`src/rtl/matrix_key_scanner.sv`:
```
// Column-strobed key matrix scanner with frame-level debounce and single-key reporting.
// Optional MULTI_KEY_DETECT_EN rejects multi-key frames and flags them on MULTI_KEY.
module matrix_key_scanner #(
   parameter  int N_COLS         = 5,
   parameter  int N_ROWS         = 7,
   parameter  int SETTLE_CYCLES  = 4,
   parameter  int DEBOUNCE_SCANS = 3,
   localparam int CW             = $clog2(N_COLS),
   localparam int RW             = $clog2(N_ROWS)
) (
   input  logic                 CLK,
   input  logic                 RST_N,
   input  logic [N_ROWS-1:0]    ROW,
   output logic [N_COLS-1:0]    COL,
   output logic                 KEY_VALID,
   output logic [CW+RW-1:0]     KEY_CODE,
   output logic                 KEY_HELD,
   output logic                 KEY_RELEASE,
   output logic                 MULTI_KEY
);
   localparam int SW = $clog2(SETTLE_CYCLES);
   localparam int DW = $clog2(DEBOUNCE_SCANS + 1);

   typedef enum logic [1:0] {SEARCH, CONFIRM, HELD} state_e;

   logic [N_ROWS-1:0]              row_s1_q, row_s2_q;
   logic [SW-1:0]                  slot_q, slot_d;
   logic [CW-1:0]                  col_idx_q, col_idx_d;
   logic [N_COLS-1:0]              col_q, col_d;
   logic [N_COLS-1:0][N_ROWS-1:0]  frame_q, frame_d, frame_now;
   state_e                         state_q, state_d;
   logic [DW-1:0]                  cnt_q, cnt_d, rel_cnt_q, rel_cnt_d;
   logic [CW+RW-1:0]               cand_q, cand_d, code_q, code_d, first_code;
   logic                           valid_q, valid_d, held_q, held_d, release_q, release_d;
   logic                           slot_last, col_last, eval, any_set, held_seen, multi_rej, accept;
`ifdef MULTI_KEY_DETECT_EN
   logic                           multi_set, multi_q, multi_d;
`endif

   // Scan timing: the frame is evaluated on the same edge that samples the last column.
   always_comb begin
      slot_last = (slot_q == SW'(SETTLE_CYCLES - 1));
      col_last  = (col_idx_q == CW'(N_COLS - 1));
      eval      = slot_last && col_last;
      slot_d    = slot_last ? '0 : slot_q + SW'(1);
      col_idx_d = col_idx_q;
      col_d     = col_q;
      if (slot_last) begin
         col_idx_d = col_last ? '0 : col_idx_q + CW'(1);
         col_d     = {col_q[N_COLS-2:0], col_q[N_COLS-1]};
      end
      frame_now            = frame_q;
      frame_now[col_idx_q] = row_s2_q;
      frame_d              = frame_q;
      if (slot_last) frame_d = col_last ? '0 : frame_now;
   end

   // Frame classification; scan order gives lowest column, then lowest row, priority.
   always_comb begin
      any_set    = 1'b0;
      held_seen  = 1'b0;
      first_code = '0;
`ifdef MULTI_KEY_DETECT_EN
      multi_set  = 1'b0;
`endif
      for (int c = 0; c < N_COLS; c++) begin
         for (int r = 0; r < N_ROWS; r++) begin
            if (frame_now[c][r]) begin
`ifdef MULTI_KEY_DETECT_EN
               if (any_set) multi_set = 1'b1;
`endif
               if (!any_set) first_code = {CW'(c), RW'(r)};
               any_set = 1'b1;
               if (code_q == {CW'(c), RW'(r)}) held_seen = 1'b1;
            end
         end
      end
`ifdef MULTI_KEY_DETECT_EN
      multi_rej = multi_set;
`else
      multi_rej = 1'b0;
`endif
   end

   always_comb begin
      state_d   = state_q;
      cnt_d     = cnt_q;
      rel_cnt_d = rel_cnt_q;
      cand_d    = cand_q;
      code_d    = code_q;
      held_d    = held_q;
      valid_d   = 1'b0;
      release_d = 1'b0;
      accept    = 1'b0;
      if (eval) begin
         case (state_q)
            SEARCH: begin
               if (multi_rej) begin
                  cnt_d = '0;
               end else if (any_set) begin
                  cand_d = first_code;
                  cnt_d  = DW'(1);
                  if (DEBOUNCE_SCANS == 1) accept = 1'b1;
                  else state_d = CONFIRM;
               end
            end
            CONFIRM: begin
               if (multi_rej || !any_set) begin
                  state_d = SEARCH;
                  cnt_d   = '0;
               end else if (first_code == cand_q) begin
                  if (cnt_q + DW'(1) == DW'(DEBOUNCE_SCANS)) accept = 1'b1;
                  else cnt_d = cnt_q + DW'(1);
               end else begin
                  cand_d = first_code;
                  cnt_d  = DW'(1);
               end
            end
            HELD: begin
               if (held_seen) begin
                  rel_cnt_d = '0;
               end else if (rel_cnt_q + DW'(1) == DW'(DEBOUNCE_SCANS)) begin
                  release_d = 1'b1;
                  held_d    = 1'b0;
                  state_d   = SEARCH;
                  rel_cnt_d = '0;
                  cnt_d     = '0;
               end else begin
                  rel_cnt_d = rel_cnt_q + DW'(1);
               end
            end
            default: state_d = SEARCH;
         endcase
         if (accept) begin
            valid_d   = 1'b1;
            code_d    = first_code;
            held_d    = 1'b1;
            state_d   = HELD;
            cnt_d     = '0;
            rel_cnt_d = '0;
         end
      end
   end

   always_ff @(posedge CLK or negedge RST_N) begin
      if (!RST_N) begin
         row_s1_q  <= '0;
         row_s2_q  <= '0;
         slot_q    <= '0;
         col_idx_q <= '0;
         col_q     <= N_COLS'(1);
         frame_q   <= '0;
         state_q   <= SEARCH;
         cnt_q     <= '0;
         rel_cnt_q <= '0;
         cand_q    <= '0;
         code_q    <= '0;
         valid_q   <= 1'b0;
         held_q    <= 1'b0;
         release_q <= 1'b0;
      end else begin
         row_s1_q  <= ROW;
         row_s2_q  <= row_s1_q;
         slot_q    <= slot_d;
         col_idx_q <= col_idx_d;
         col_q     <= col_d;
         frame_q   <= frame_d;
         state_q   <= state_d;
         cnt_q     <= cnt_d;
         rel_cnt_q <= rel_cnt_d;
         cand_q    <= cand_d;
         code_q    <= code_d;
         valid_q   <= valid_d;
         held_q    <= held_d;
         release_q <= release_d;
      end
   end

`ifdef MULTI_KEY_DETECT_EN
   // Flag reflects the most recent evaluated frame outside HELD.
   always_comb begin
      multi_d = multi_q;
      if (eval) multi_d = multi_set && (state_q != HELD);
   end

   always_ff @(posedge CLK or negedge RST_N) begin
      if (!RST_N) multi_q <= 1'b0;
      else        multi_q <= multi_d;
   end

   assign MULTI_KEY = multi_q;
`else
   assign MULTI_KEY = 1'b0;
`endif

   assign COL         = col_q;
   assign KEY_VALID   = valid_q;
   assign KEY_CODE    = code_q;
   assign KEY_HELD    = held_q;
   assign KEY_RELEASE = release_q;
endmodule

```
`config.mk`:
```
export PLATFORM = sky130hd
export DESIGN_NAME = matrix_key_scanner
export DESIGN_NICKNAME = d
export VERILOG_FILES = /design/src/rtl/matrix_key_scanner.sv
export SDC_FILE = /design/constraint.sdc
export NUM_CORES = 1
export LEC_CHECK = 0
export CORE_UTILIZATION = 54
export DETAILED_ROUTE_END_ITERATION = 8
export HOLD_SLACK_MARGIN = 0.08
export MAX_ROUTING_LAYER = met4
export PLACE_DENSITY = 0.72
export SYNTH_ARGS = -nofsm -noshare
export SYNTH_HDL_FRONTEND = slang
export SYNTH_SLANG_ARGS = --single-unit
export TNS_END_PERCENT = 50
```
`constraint.sdc`:
```
create_clock -name CLK -period 5.1 [get_ports CLK]
set_input_delay 0.51 -clock CLK [delete_from_list [all_inputs] [get_ports CLK]]
set_output_delay 0.51 -clock CLK [all_outputs]
set_load 0.03 [all_outputs]
```
# --- Word level (Yosys, flattened, before mapping) ---
# Index checks and enable logic that the tools add are counted.
totals:
  register_bits: 80
  latchBits: 0
  mem_bits_rw: 0
  rom_bits: 0
  inputBits: 9
  out_inout_bits: 15
  wordCells: 301
  mem_count: 0
op_classes:
  addsub: 4
  n_mul: 0
  div_mod_pow: 0
  magnitude_cmp: 2
  eq_ne: 50
  n_shift: 0
  mux: 213
  n_bitwise: 0
  reduce_logical: 14
op_table:
  columns: ["cell", "count"]
  rows:
  - ["6-bit two-way mux", 69]
  - ["1-bit two-way mux", 122]
  - ["6-bit by 5-bit == test with 1-bit output (second input constant)", 14]
  - ["6-bit by 4-bit == test with 1-bit output (second input constant)", 7]
  - ["6-bit == test (second input constant)", 7]
  - ["35-bit bitwise mux", 1]
  - ["35-bit two-way mux", 1]
  - ["2-bit two-way mux", 14]
  - ["7-bit demux with 3-bit select", 1]
  - ["6-bit by 3-bit == test with 1-bit output (second input constant)", 3]
  - ["6-bit by 2-bit == test with 1-bit output (second input constant)", 2]
  - ["3-bit inequality test (second input constant)", 4]
  - ["2-bit case mux with 3 select lines", 2]
  - ["6-bit case mux with 2 select lines", 1]
  - ["5-bit AND reduction", 2]
  - ["2-bit == test (second input constant)", 4]
  - ["7-bit two-way mux", 1]
  - ["2-bit by 1-bit adder with 2-bit output (second input constant)", 3]
  - ["6-bit by 1-bit == test with 1-bit output (second input constant)", 1]
  - ["6-bit == test", 1]
  - ["6-bit zero test", 1]
  - ["2-bit inequality test (second input constant)", 3]
  - ["6-bit AND reduction", 1]
  - ["2-bit nonzero test", 3]
  - ["other kinds (13)", 15]

# --- Longest topological paths before layout ---
# Gate-level depths: netlist of run 1.
logic_depth:
  depth_word: 81
  ltp_mapped: 13
  mapped_depth_nobuf: 10

# --- Least setup slack after synthesis of run 1 ---
# Ideal clock, no wire load.
synth_path:
  path_type: "reg-to-reg"
  start: "register col_idx_q[0]"
  end: "register code_q[0] (netlist: KEY_CODE[0])"
  arrival_ns: 3.141
  required_time_ns: 4.975
  path_slack_ns: 1.834
  stages_incl_launch_ff: 13
  n_path_buf: 2
  synth_period_minus_slack_ns: 3.266
  path_cell_list: "dfrtp_1 -> buf_4 -> or3b_1 -> clkbuf_1 -> nand3_1 -> a22oi_4 -> nand3_4 -> or3b_1 -> o2111a_2 -> a211oi_2 -> nand3_4 -> nor2_8 -> mux2_4"
synth_via:
  elab_chain_cells: 80
  word_cells_on_any_way: 117
  classes_between: "2 x order compare; 2 x eq/ne; 110 x mux; 3 x reduce/logical"
synth_rtl:
  columns: ["element", "line_no", "source"]
  rows:
  - ["start: declaration", "28", "logic [CW-1:0] col_idx_q, col_idx_d;"]
  - ["start signal: assignment", "165", "col_idx_q <= col_idx_d;"]
  - ["3-bit by 4-bit < comparator with 1-bit output (implied by the code) or 3-bit by 1-bit greater-or-equal comparator with 1-bit output (tied branches)", "53", "frame_now[col_idx_q] = row_s2_q;"]
  - ["1-bit logical AND (implied by the code)", "53", null]
  - ["7-bit two-way mux (implied by the code)", "53", null]
  - ["7-bit demux with 3-bit select", "53", null]
  - ["35-bit bitwise mux", "53", null]
  - ["1-bit two-way mux", "68", "if (frame_now[c][r]) begin"]
  - ["1-bit two-way mux", "72", "if (!any_set) first_code = {CW'(c), RW'(r)};"]
  - ["1-bit two-way mux", "68", null]
  - ["[64 not listed]", null, null]
  - ["6-bit two-way mux", "72", null]
  - ["6-bit two-way mux", "68", null]
  - ["6-bit == test", "111", "end else if (first_code == cand_q) begin"]
  - ["1-bit two-way mux", "111", null]
  - ["1-bit two-way mux", "108", "if (multi_rej || !any_set) begin"]
  - ["1-bit two-way mux", "96", "case (state_q)"]
  - ["1-bit two-way mux", "95", "if (eval) begin"]
  - ["2-bit AND reduction (no line)", null, null]
  - ["end signal: assignment", "172", "code_q <= code_d;"]
  - ["end: declaration", "33", "logic [CW+RW-1:0] cand_q, cand_d, code_q, code_d, first_code;"]
# Parallel ways exist; a longest one is shown, timed or not. The select of a mux whose other input is x is not followed.
# A chain may end at the register's enable or synchronous reset.

# --- Final worst setup path of run 1 ---
layout_path:
  start: "register col_idx_q[0]"
  end: "register state_q[0]"
layout_via:
  elab_chain_cells: 81
  word_cells_on_any_way: 191
  classes_between: "2 x order compare; 6 x eq/ne; 180 x mux; 3 x reduce/logical"
layout_rtl:
  columns: ["element", "line_no", "source"]
  rows:
  - ["3-bit by 4-bit < comparator with 1-bit output (implied by the code) or 3-bit by 1-bit greater-or-equal comparator with 1-bit output (tied branches)", "53", null]
  - ["1-bit logical AND (implied by the code)", "53", null]
  - ["7-bit two-way mux (implied by the code)", "53", null]
  - ["7-bit demux with 3-bit select", "53", null]
  - ["35-bit bitwise mux", "53", null]
  - ["1-bit two-way mux", "68", null]
  - ["1-bit two-way mux", "72", null]
  - ["1-bit two-way mux", "68", null]
  - ["[65 not listed]", null, null]
  - ["6-bit two-way mux", "68", null]
  - ["6-bit == test", "111", null]
  - ["1-bit two-way mux", "111", null]
  - ["1-bit two-way mux", "108", null]
  - ["1-bit two-way mux", "96", null]
  - ["1-bit two-way mux", "95", null]
  - ["3-bit inequality test (no line)", null, null]
  - ["5-bit AND reduction (no line)", null, null]
  - ["end signal: assignment", "168", "state_q <= state_d;"]
  - ["end: declaration", "31", "state_e state_q, state_d;"]
# Parallel ways exist; a longest one is shown, timed or not. The select of a mux whose other input is x is not followed.

==> results by group, run 1 <==
Clock network
  – Root Buffer: clkbuf_8
  – Worst-path clk slew: approximately 0.1 ns
  – Worst skew pair latency: between 0.3 and 0.4 ns
  – Post-CTS sizing: 0
  – Hold-fix buffers, CTS: 0
  – CTS Buf Count: 9
  – Post-CTS setup buffers: 0
  – Max clock buf depth: 2
  – H-tree depth: 3
  – CTS tree: done
  – # clock sinks: 80

Route
  – Drt via density: 6.69
  – Vias: 4711
  – Final ANT Viol Nets: 0
  – DRC: 0
  – Initial drt markers: 480
  – Final wirelength: 14900 um
  – Router iterations before antenna repair: 6
  – WL per Instance: 21.2 um

STA
  – Max Clk Rate: 0.241 GHz
  – Clock Skew: 0.0193 ns
  – Tmin final: 4.15 ns
  – Final hold vios: 0
  – Fin Setup TNS: 0 ns
  – Final setup margin: 0.950 ns
  – Slew margin rel.: 0.349
  – Fin crit share: 0.814
  – Count of pins over their slew limit: 0
  – Final setup violation count: 0
  – Hold_ws: about 0.3 ns
  – Slew @ Worst Pin: 0.976 ns
  – RSZ-0062 raised after global routing: false

Yosys
  – FFs w/ async S/R, synth: 1.00
  – Yosys cell types: 79
  – Mapped cell area: 5260 um^2
  – Net Count, Synth: 578
  – Synth Warn #: 0
  – Top FF cell, synth: dfrtp_1
  – Synthesized area per cell: 9.39 um^2
  – Seq cells post-synth: 80
  – EDFF count, synth: 0
  – Post-synthesis sequential area ratio: 0.381
  – Cells after synthesis: 560

Worst setup path
  – CP Data Required Time: 5.34 ns
  – Max FO, Critical Path: 13
  – Reg2Reg Launch Point: col_idx_q[0]
  – Worst Setup Path Type: flop to flop
  – Worst endpoint data arrival time: 4.39 ns
  – Crit end category: flop
  – Startpoint Class: flop
  – Register-to-Register Path Depth: 10
  – Worst reg2reg endpoint: state_q[0]
  – Worst reg2reg setup slack: 0.95 ns

Layout
  – Ant. Diodes: 0
  – Post-layout util: 0.621
  – Layout cells sized above 1: 0.113
  – Fin area: between 5000 and 6000 um^2
  – Area grow syn2layout: 10.1%
  – Final #Nets: just under 600

Floorplan
  – FP Rows: 35
  – Die height: about 100 um
  – Initial Utilization: 0.564
  – Core Area: a little over 9000 um^2
  – Die ar.: between 10000 and 15000 um^2
  – Top Ports: 24
  – Die width: between 100 and 150 um

Placement
  – DP Wirelength: 10400 um
  – I/O Buffers: 22
  – Routability cong.: ~1.0
  – Place WS: 1.06 ns
  – DP Area: 5560 um^2

Power
  – Worst vdd ir: between 0.00015 and 0.0002 V
  – Comb pwr share: 0.072
  – Net Sw Power: 342 uW
  – Flop pwr share: 0.508
  – Int Pwr: 969 uW
  – Switching Fraction: 0.261
  – Pleak: 0.00235 uW
  – Power per cell area: 226 nW/um^2
  – Clk pwr share: 0.420

Global routing
  – Grt ovf: 0
  – Total Routing Usage GR: 0.323
  – Vias in the first global route: 4543
  – Initial antenna violation count: 0
  – First-pass GRT wire length: 24200 um
  – Largest net degree at the start of global routing: 81

Status
  – Status: finished clean

Run
  – MaxCap Viol Count: 0

Min path
  – Type of the most critical hold path: input pin to asynchronous set/reset pin
-- per-stage QoR --
stage	total power (uW)	std cells
after CTS	1320	704
after global placement	768	688
after floorplan	729	560
final	1310	704
after detailed placement	771	688
after global routing	1360	704
-- worst max path at each step --
stage | from | end | slack [ns] | cells after the start
2_1_floorplan | col_idx_q[0] | KEY_CODE[0] | 1.83 | 12
3_3_place_gp | col_idx_q[2] | KEY_CODE[2] | 1.04 | 11
3_5_place_dp | col_idx_q[2] | state_q[0] | 1.06 | 10
4_1_cts | col_idx_q[2] | state_q[0] | 1.01 | 10
5_1_grt | col_idx_q[0] | state_q[0] | 0.73 | 10
6_report | col_idx_q[0] | state_q[0] | 0.95 | 10
-- state kept, by name, indices dropped and copies added (netlist names) --
register,count
cnt_q,2
col_idx_q,3
row_s2_q,7
KEY_HELD,1
KEY_RELEASE,1
cand_q,6
frame_q,35
rel_cnt_q,2
COL,5
KEY_CODE,6
KEY_VALID,1
row_s1_q,7
state_q,2
slot_q,2
-- kinds of logic after synthesis --
| logic type | Yosys count | share of synthesized area |
|---|---|---|
| other cells | 1 | 0.000713 |
| compound gates | 159 | 0.218 |
| mux | 56 | 0.122 |
| fa+ha+maj | 9 | 0.0214 |
| simple gates | 190 | 0.205 |
| buf+inv | 65 | 0.0514 |
| flops | 80 | 0.381 |
-- power by group through the flow --
stage	Sequential (uW)	Combinational (uW)	Clock, uW
2_1_floorplan	670	58.9	0
3_3_place_gp	677	91.4	0
3_5_place_dp	678	93.1	0
4_1_cts	665	93.4	561
5_1_grt	667	102	589
6_report	666	94.4	551
-- synth_stat cells (4+ instances only) --
| cell type | instances | area share |
|---|---|---|
| dfrtp_1 | 79 | 0.38 |
| nor2_1 | 43 | 0.031 |
| mux2i_1 | 36 | 0.069 |
| nand2_1 | 35 | 0.025 |
| inv_1 | 33 | 0.024 |
| o21ai_0 | 29 | 0.028 |
| a22o_1 | 24 | 0.040 |
| nor3_1 | 21 | 0.020 |
| clkbuf_1 | 20 | 0.014 |
| a21oi_1 | 19 | 0.018 |
| nand3_1 | 18 | 0.017 |
| o22ai_1 | 18 | 0.021 |
| a211oi_1 | 11 | 0.016 |
| nor2b_1 | 10 | 0.012 |
| buf_2 | 9 | 0.0086 |
| ha_1 | 9 | 0.021 |
| nand4_1 | 8 | 0.0095 |
| nand3b_1 | 7 | 0.010 |
| mux2_2 | 6 | 0.013 |
| mux2_4 | 6 | 0.017 |
| nor4_1 | 6 | 0.0071 |
| o21ai_1 | 6 | 0.0057 |
| o32ai_1 | 6 | 0.010 |
| a22oi_1 | 5 | 0.0071 |
| mux2_1 | 5 | 0.011 |
| nand2b_1 | 5 | 0.0059 |
| a31oi_1 | 4 | 0.0048 |
| o211ai_1 | 4 | 0.0057 |
| or2_2 | 4 | 0.0048 |
-- layer usage --
layer,share of wire,track usage,up-vias
met5,0,-,-
li1,-,-,2126
met1,0.43,0.426,2259
met3,0.077,0.0555,73
met4,0.037,0.139,0
met2,0.46,0.493,253
-- worst max-delay path, stage by stage, from the launching register on --
cell      delay (ns)
dfrtp_1         0.60
nand3b_1        0.57
mux2i_1         0.65
mux2i_1         0.15
a22oi_1         0.18
a211oi_1        0.11
o41ai_1         0.67
a31oi_1         0.28
or2_2           0.35
a21oi_2         0.14
mux2_1          0.33
-- final cells by class --
cell class	instances	area (um^2)
fill	833	3540
multi-input combinational	415	2980
sequential	80	2000
timing repair buffer	31	285
tap	129	161
clock buffer	9	124
inverter	33	124
clock inverter	7	108
-- layout by cell type, fill, tap and decap left out, drive strengths merged, types with 12 or more instances in the layout --
cell type / Yosys / layout
nor2: 44 / 44
mux2: 17 / 17
a211oi: 12 / 12
o22ai: 18 / 18
nand3: 22 / 22
a22o: 24 / 24
inv: 33 / 37
dfrtp: 79 / 79
nand2: 36 / 36
a21oi: 20 / 20
mux2i: 36 / 36
nor3: 23 / 23
o21ai: 35 / 35
clkdlybuf4s50: 0 / 21
(Power assumes the default switching activity.)
==> run 2, diff against run 1 <==
clock period = 3.9 ns   (was 5.1 ns; I/O delays follow)
==> results by group, run 2 (synthesis gave the netlist of run 1 again) <==
Status
  – Status: finished clean (unchanged)

Floorplan
  – Initial Utilization: 0.564 (unchanged)
  – Die ar.: 10100 um^2 (unchanged)
  – Top Ports: 24 (unchanged)
  – Die width: 101 um (unchanged)
  – Die height: 101 um (unchanged)
  – FP Rows: 35 (unchanged)
  – Core Area: 9330 um^2 (unchanged)

Layout
  – Max reg flops: 35 (unchanged)
  – Ant. Diodes: 0 (unchanged)
  – Final #Nets: 609 (was 588)
  – Layout cells sized above 1: 0.144 (was 0.113)
  – Area grow syn2layout: 12.6% (was 10.1%)
  – Fillers: 791 (was 833)
  – Fin area: 5920 um^2 (was 5790 um^2)
  – Regs by FF count: frame_q (35), row_s1_q (7), row_s2_q (7) (unchanged)
  – Top reg by flops: frame_q (unchanged)
  – Commonest non-fill, non-tap cell in the layout: dfrtp_1 (unchanged)
  – Most frequent cells in the layout: 79 x dfrtp_1, 43 x nor2_1, 36 x mux2i_1 (unchanged)

Worst setup path
  – Worst Setup Path Type: flop to flop (unchanged)
  – CP Data Required Time: 4.14 ns (was 5.34 ns)
  – Crit end category: flop (unchanged)
  – Startpoint Class: flop (unchanged)
  – Worst endpoint data arrival time: 3.99 ns (was 4.39 ns)
  – Max FO, Critical Path: 13 (unchanged)

STA
  – Hold_ws: 0.161 ns (was 0.306 ns)
  – Final setup violation count: 0 (unchanged)
  – Slew margin rel.: 0.338 (was 0.349)
  – Max Clk Rate: 0.267 GHz (was 0.241 GHz)
  – Fin crit share: 0.961 (was 0.814)
  – Fin Setup TNS: 0 ns (unchanged)
  – Slew @ Worst Pin: 0.993 ns (was 0.976 ns)
  – Final setup margin: 0.153 ns (was 0.950 ns)
  – RSZ-0062 raised after global routing: false (unchanged)
  – Tmin final: 3.75 ns (was 4.15 ns)
  – Clock Skew: 0.00878 ns (was 0.0193 ns)
  – Final hold vios: 0 (unchanged)
  – Count of pins over their slew limit: 0 (unchanged)

Global routing
  – GR Layer Usage met3: 0.0562 (was 0.0555)
  – First-pass GRT wire length: 24500 um (was 24200 um)
  – GR Layer Usage met2: 0.485 (was 0.493)
  – GR peak layer: met2 (unchanged)
  – Total Routing Usage GR: 0.328 (was 0.323)
  – Grt ovf: 0 (unchanged)
  – Vias in the first global route: 4566 (was 4543)
  – Met1 usage in global routing: 0.442 (was 0.426)
  – Largest net degree at the start of global routing: 81 (unchanged)
  – Initial antenna violation count: 0 (unchanged)

Clock network
  – Root Buffer: clkbuf_8 (unchanged)
  – CTS Buf Count: 9 (unchanged)
  – H-tree depth: 3 (unchanged)
  – CTS tree: done (unchanged)
  – Worst skew pair latency: 0.36 ns (about the same)
  – Max clock buf depth: 2 (unchanged)
  – Worst-path clk slew: 0.09 ns (was 0.10 ns)
  – # clock sinks: 80 (unchanged)

Power
  – Worst vdd ir: 0.000181 V (was 0.000171 V)
  – Power per cell area: 269 nW/um^2 (was 226 nW/um^2)
  – Pleak: 0.00244 uW (was 0.00235 uW)

Route
  – Vias: 4774 (was 4711)
  – Initial drt markers: 448 (was 480)
  – DRC: 0 (unchanged)
  – Final wirelength: 15100 um (was 14900 um)
  – Final ANT Viol Nets: 0 (unchanged)
  – Router iterations before antenna repair: 5 (was 6)
  – Drt via density: 6.58 (was 6.69)
  – WL per Instance: 20.9 um (was 21.2 um)

Placement
  – DP Wirelength: 10700 um (was 10400 um)
  – Place WS: 0.235 ns (was 1.06 ns)
  – I/O Buffers: 22 (unchanged)
  – Routability cong.: 1.03 (was 0.995)
  – DP Area: 5730 um^2 (was 5560 um^2)

Min path
  – Type of the most critical hold path: input pin to asynchronous set/reset pin (unchanged)

Run
  – MaxCap Viol Count: 0 (unchanged)
run 2: layout make-up:
cell class	instances	area, um^2	share of cell area
Clock inverter	5	38.8	0.00655
Inverter	33	124	0.0209
Sequential cell	80	2000	0.338
Multi-Input combinational cell	415	2990	0.504
Tap cell	129	161	0.0273
Clock buffer	11	151	0.0256
Timing Repair Buffer	52	455	0.0769
run 2: worst paths after layout:
path | start | cells after the start | slack (ns) | endpoint
max reg2reg | col_idx_q[2] | 12 | 0.15 | state_q[0]
min in group CLK | row_s1_q[5] | 0 | 0.35 | row_s2_q[5]
min reg2reg | row_s1_q[5] | 0 | 0.35 | row_s2_q[5]
min | RST_N | 1 | 0.16 | frame_q[12]
max in group asynchronous | RST_N | 1 | 3.07 | cand_q[5]
max | col_idx_q[2] | 12 | 0.15 | state_q[0]
run 2: power breakdown:
part / internal [uW] / total [uW] / switching, uW
combinational: 50.7 / 133 / 82.0
clock: 269 / 590 / 320
sequential: 847 / 868 / 21.5
total: 1170 / 1590 / 424
run 2: layer usage:
| metal | up-vias | routed length, um |
|---|---|---|
| met3 | 49 | 1330 |
| li1 | 2168 | - |
| met4 | 0 | 516 |
| met1 | 2322 | 6580 |
| met2 | 235 | 6690 |
| met5 | - | 0 |
run 2: worst max-delay path, cell delays in order (launching register included):
cell	delay, ns
dfrtp_1	0.59
nand3b_1	0.17
buf_4	0.23
mux2i_1	0.54
mux2i_1	0.22
a22oi_1	0.19
a211oi_1	0.10
o41ai_1	0.48
buf_4	0.21
a31oi_1	0.10
or2_2	0.30
a21oi_2	0.15
mux2_1	0.33
run 2: per-stage QoR:
stage / util / total power, uW / instances
after floorplan: - / 953 / 560
after global placement: 0.614 / 1010 / 709
after detailed placement: 0.614 / 1020 / 709
after CTS: 0.634 / 1600 / 725
after global routing: 0.635 / 1650 / 725
final: 0.635 / 1590 / 725
run 2: timing repair:
action | CTS | global route
hold buffers | 0 | 0
buffers inserted | 0 | 0
resized for setup | 0 | 1
endpoints found under the setup margin | 0 | 5
hold endpoints to repair | 0 | 0
